$ cat config.mk
export PLATFORM = sky130hd
export DESIGN_NAME = pc_fetch_unit
export DESIGN_NICKNAME = d
export VERILOG_FILES = /design/src/rtl/pc_fetch_unit.sv
export SDC_FILE = /design/constraint.sdc
export NUM_CORES = 1
export LEC_CHECK = 0
export CAP_MARGIN = 20
export CORE_ASPECT_RATIO = 1.4
export CORE_MARGIN = 8
export CORE_UTILIZATION = 45
export DETAILED_ROUTE_END_ITERATION = 10
export GPL_TIMING_DRIVEN = 1
export HOLD_SLACK_MARGIN = 0.08
export PLACE_DENSITY_LB_ADDON = 0.25
export SLEW_MARGIN = 25
export SYNTH_ARGS = -nofsm -noshare
export SYNTH_HDL_FRONTEND = slang
export SYNTH_SLANG_ARGS = --single-unit
export TNS_END_PERCENT = 50
$ cat constraint.sdc
create_clock -name clk -period 3.72 [get_ports clk]
set_input_delay 0.558 -clock clk [delete_from_list [all_inputs] [get_ports clk]]
set_output_delay 0.558 -clock clk [all_outputs]
set_load 0.03 [all_outputs]
$ cat src/rtl/pc_fetch_unit.sv
// Instruction fetch stage: PC sequencing, one-cycle-squash redirects, halt and out-of-range fault.
// Optional performance counters are built when FETCH_PERF_CNT_EN is defined.
module pc_fetch_unit #(
    parameter logic [31:0] RESET_PC  = 32'h0000_0000,
    parameter int unsigned MEM_WORDS = 64
) (
    input  logic        clk,
    input  logic        reset,
    input  logic        stall,
    input  logic        halt,
    input  logic        branch,
    input  logic        zero,
    input  logic [31:0] branch_offset,
    input  logic        jump,
    input  logic [25:0] jump_index,
    output logic [31:0] pc,
    input  logic [31:0] instruction_in,
    output logic [31:0] if_instruction,
    output logic [31:0] if_pc_plus4,
    output logic        if_valid,
    output logic        fault,
    output logic [31:0] fetch_count,
    output logic [31:0] flush_count
);

    localparam logic [31:0] PC_LIMIT = 32'(MEM_WORDS * 4);

    typedef enum logic [1:0] {IDLE, RUN, HALTED, FAULT} state_t;

    state_t      state;
    logic [31:0] seq_pc;
    logic [31:0] next_pc;
    logic        take_jump;
    logic        take_branch;
    logic        redirect;
    logic        pc_oob;
    logic        fetch_fire;

    // Redirect qualifiers come from the instruction held in IF, so they only count when it is live.
    always_comb begin
        seq_pc      = pc + 32'd4;
        take_jump   = if_valid && jump;
        take_branch = if_valid && branch && zero;
        redirect    = take_jump || take_branch;
        if (take_jump)
            next_pc = {if_pc_plus4[31:28], jump_index, 2'b00};
        else if (take_branch)
            next_pc = if_pc_plus4 + (branch_offset << 2);
        else
            next_pc = seq_pc;
        pc_oob     = (next_pc >= PC_LIMIT);
        fetch_fire = (state == RUN) && !stall && !halt && !pc_oob;
    end

    always_ff @(posedge clk or negedge reset) begin
        if (!reset) begin
            state          <= IDLE;
            pc             <= RESET_PC;
            if_instruction <= '0;
            if_pc_plus4    <= '0;
            if_valid       <= 1'b0;
            fault          <= 1'b0;
        end else begin
            case (state)
                IDLE: state <= RUN;
                RUN: begin
                    if (!stall) begin
                        if (halt) begin
                            state    <= HALTED;
                            if_valid <= 1'b0;
                        end else if (pc_oob) begin
                            state    <= FAULT;
                            fault    <= 1'b1;
                            if_valid <= 1'b0;
                        end else begin
                            pc             <= next_pc;
                            if_instruction <= instruction_in;
                            if_pc_plus4    <= seq_pc;
                            if_valid       <= !redirect;
                        end
                    end
                end
                HALTED, FAULT: if_valid <= 1'b0;
                default: state <= IDLE;
            endcase
        end
    end

`ifdef FETCH_PERF_CNT_EN
    always_ff @(posedge clk or negedge reset) begin
        if (!reset) begin
            fetch_count <= '0;
            flush_count <= '0;
        end else if (fetch_fire) begin
            if (redirect)
                flush_count <= flush_count + 32'd1;
            else
                fetch_count <= fetch_count + 32'd1;
        end
    end
`else
    assign fetch_count = '0;
    assign flush_count = '0;
`endif

endmodule

==> impl_results.md <==
- Floorplan core area: between 15000 and 20000 sq um
- Critical-path top delay cell: a2111o_1
- Final Skew: between 0.008 and 0.009 ns
- First-pass GRT wire length: between 30 and 40 mm
- Number of enable-type register cells in the synthesized netlist: 0
- Crit. End Element: register
- Post-synthesis sequential area ratio: between 30% and 40%
- Leakage power of the design: slightly above 5 nW
- Number of buffers created by CTS: 9
- Final period util: a little over nine tenths
- Post-synth cell types: 67
- Horizontal die dimension: 123 um
- Die Height: 166 um
- Status: finished, final reports clean
- Slew at the pin closest to its max-slew limit: between 0.6 and 0.7 ns
- Hold Path Class: in -> async
- Floorplan die area: around 20000 sq um
- Number of sinks handled by clock tree synthesis: 100
- Row Count: 55
- Placed cell count: 1260
- Fin area: approximately 11000 sq um
- Required time reported for the critical path endpoint: between 3 and 4 ns
- CP Launch Type: input port
- CTS tree: yes
- Area of the multi-input gates: around 4700 sq um
- CP Launch Point: branch_offset[6]
- HPWL Detailed: 19.8 mm
- Layout cells sized above 1: between 20% and 30%
- Cells taking the most area after synthesis: dfrtp_1, mux2_4, buf_4
- Cells along the critical path: clkdlybuf4s50_1 -> ha_4 -> nand2_2 -> a2111o_1 -> buf_4 -> a21oi_1 -> o2bb2ai_1 -> o2111ai_1 -> o31a_1 -> nor2b_2 -> nand4_4 -> buf_12 -> buf_12 -> mux2_4
- Fillers: ~1.3k
- Total routing resource utilization after global routing: between 20% and 30%
- Average instance area after synthesis: 9.42 sq um
- Final number of setup-violating endpoints: 0
- Total vias in the final route: just over 7k
- Overall routed net length: 25.3 mm
- Worst setup path category: in -> reg
- Fin nets: about 1.2k
- Destination of the worst register-to-register timing path: if_pc_plus4[2]
- Slew HR: 58.2%
- R2R setup slack: roughly 0.14 ns
- Reported max-cap violation count: 0
- Final cell count without fillers: roughly 1.3k
- Power density relative to cell area: 215 nW/um^2
- Area Growth Syn to Fin: 53.9%
- Register Area: between 2000 and 3000 sq um
- Starting DRC count in detailed routing: 433
- R2R depth: 14
- Final ANT Viol Nets: 0
- Reg2Reg Launch Point: if_pc_plus4[5]
- Clk pin slew, worst setup/hold paths: about 0.060 ns
- Number of input and output port buffers inserted: 192
- Seq cells post-synth: 100
- Hold buffers post-CTS: 0
- Async S/R FF share, synth: 100%
- Post-layout minimum cycle time: about 3.6 ns
- Instance count of the mapped netlist: about 770
- Overflow left after global routing: 0
- Aggregate negative setup slack: 0 ns
- Post-detailed-route via-to-cell ratio: 5.44
- Clk Tree Root Cell: clkbuf_16
- Number of global-route vias before repair: roughly 7.4k
- Top flip-flop cell by instance count after synthesis: dfrtp_1
- Peak ir drop on the vdd network: between 300 and 400 uV
- Effective utilization at floorplan: roughly 45%
- Yosys warning count: 0
- Number of ports placed on the die boundary: 259
- Critical path's most frequent cell: buf_12
- Antenna fix cells: 0
- Cell type contributing the most total cell area after synthesis: dfrtp_1
- Top cell type's share of synthesized area: between 30% and 40%
- Highest cell delay on the worst timing path: about 0.47 ns
- Endpoints failing hold: 0
- Pin count of the biggest net entering global routing: 52
- Placer congestion estimate: 0.931
- Average wire per standard cell: around 20 um
- First-pass detailed-route iteration total: 5
- DRC Markers: 0
- Clk Latency, worst-skew pair: between 0.3 and 0.4 ns
- Final max-slew violation count: 0
- End point of the critical path: if_pc_plus4[2]
- Cell with the most instances after synthesis: dfrtp_1
- Crit-path max FO: 21
- CP Data Arrival Time: between 3 and 4 ns
- Fmax: ~280 MHz
- Synthesized area: ~7200 sq um
- Deepest level of the CTS H-tree: 3
- Placement Cell Area: roughly 10000 sq um
- RSZ-0062 raised after global routing: yes
- Number of antenna violations at the first check in global routing: 0
- Leading post-synthesis cells by instance count: dfrtp_1, nand2_1, buf_4
- Maximum buffer depth of the clock tree: 2
==> power breakdown <==
| part | internal (mW) | switching, mW | total [mW] |
|---|---|---|---|
| Sequential | 1.09 | 0.00253 | 1.09 |
| Clock | 0.549 | 0.370 | 0.919 |
| Combinational | 0.167 | 0.211 | 0.378 |
==> critical path: cells and delay by family <==
kind	cells	cell delay, ns
AO/OA/AOI/OAI	5	1.25
buffers and inverters	4	0.99
AND/OR/NAND/NOR	3	0.43
adder cells (fa/ha/maj)	1	0.32
multiplexers	1	0.30
==> flip-flops by register name, summed over array words and instances, names as in the netlist <==
signal / flops
if_instruction: 32
if_pc_plus4: 32
pc: 32
state: 2
fault: 1
if_valid: 1
==> logic make-up after synthesis <==
kind of cell / count (synthesis) / synth area share [%]
adder cells (fa/ha/maj): 31 / 5.48
other: 1 / 0.0520
XOR/XNOR: 45 / 5.46
buffers and inverters: 109 / 9.80
flip-flops: 100 / 34.7
multiplexers: 54 / 11.0
AO/OA/AOI/OAI: 182 / 15.9
AND/OR/NAND/NOR: 244 / 17.6
==> area by class of cell <==
class                           count  share of cell area, %
Multi-Input combinational cell    620                   42.7
Timing Repair Buffer              354                   29.5
Sequential cell                   100                   22.6
Clock buffer                       12                   2.31
Tap cell                          199                   2.24
Clock inverter                      2                  0.315
Inverter                            9                  0.304
==> layout by cell type (no fill, tap or decap), drive strengths merged, types with 5 or more instances in the layout <==
cell	instances
xor2	16
mux2	52
and2	25
nand2	76
nor3	15
dfrtp	100
a21o	13
inv	9
o21ai	53
nor4	9
ha	30
clkdlybuf4s50	175
dlymetal6s2s	10
a31oi	7
dlygate4sd2	5
nand4	19
and4	8
conb	64
nor2	38
nand3	16
xnor2	29
a211oi	17
o211ai	8
clkbuf	12
buf	163
and3	10
or3	11
a21oi	48
==> per-stage QoR <==
step | hold slack, ns | worst slack, ns | total power, mW | util (%)
after CTS | 0.252 | 0.00105 | 2.39 | 67.5
final | 0.236 | 0.0993 | 2.39 | 69.6
after global routing | 0.277 | -0.0505 | 2.47 | 69.6
after global placement | 0.462 | -0.735 | 1.46 | 62.9
after detailed placement | 0.479 | -0.756 | 1.46 | 62.9
after floorplan | 0.262 | 0.0711 | 1.32 | -
==> worst min-delay path by stage <==
stage / cells past startpoint / slack [ns] / to
2_1_floorplan: 0 / 0.26 / fault
3_3_place_gp: 1 / 0.46 / state[0]
3_5_place_dp: 1 / 0.48 / state[0]
4_1_cts: 1 / 0.25 / if_instruction[30]
5_1_grt: 1 / 0.28 / if_instruction[30]
6_report: 1 / 0.24 / if_pc_plus4[0]
==> what timing repair did <==
| item | CTS | global route |
|---|---|---|
| setup endpoints to repair | 97 | 96 |
| gates cloned | 2 | 0 |
| setup buffers | 14 | 7 |
| pin swaps | 32 | 35 |
| gates resized for setup | 55 | 62 |
==> metal layers <==
layer / share of wire (%) / track usage, % / vias up / routed length (um)
met5: 0 / 0 / - / 0
met1: 37 / 26.7 / 3415 / 9330
met2: 53 / 44.9 / 279 / 13500
li1: - / - / 3294 / -
met4: 3.6 / 9.04 / 0 / 902
met3: 6.3 / 4.05 / 62 / 1600
(Power assumes the default switching activity.)
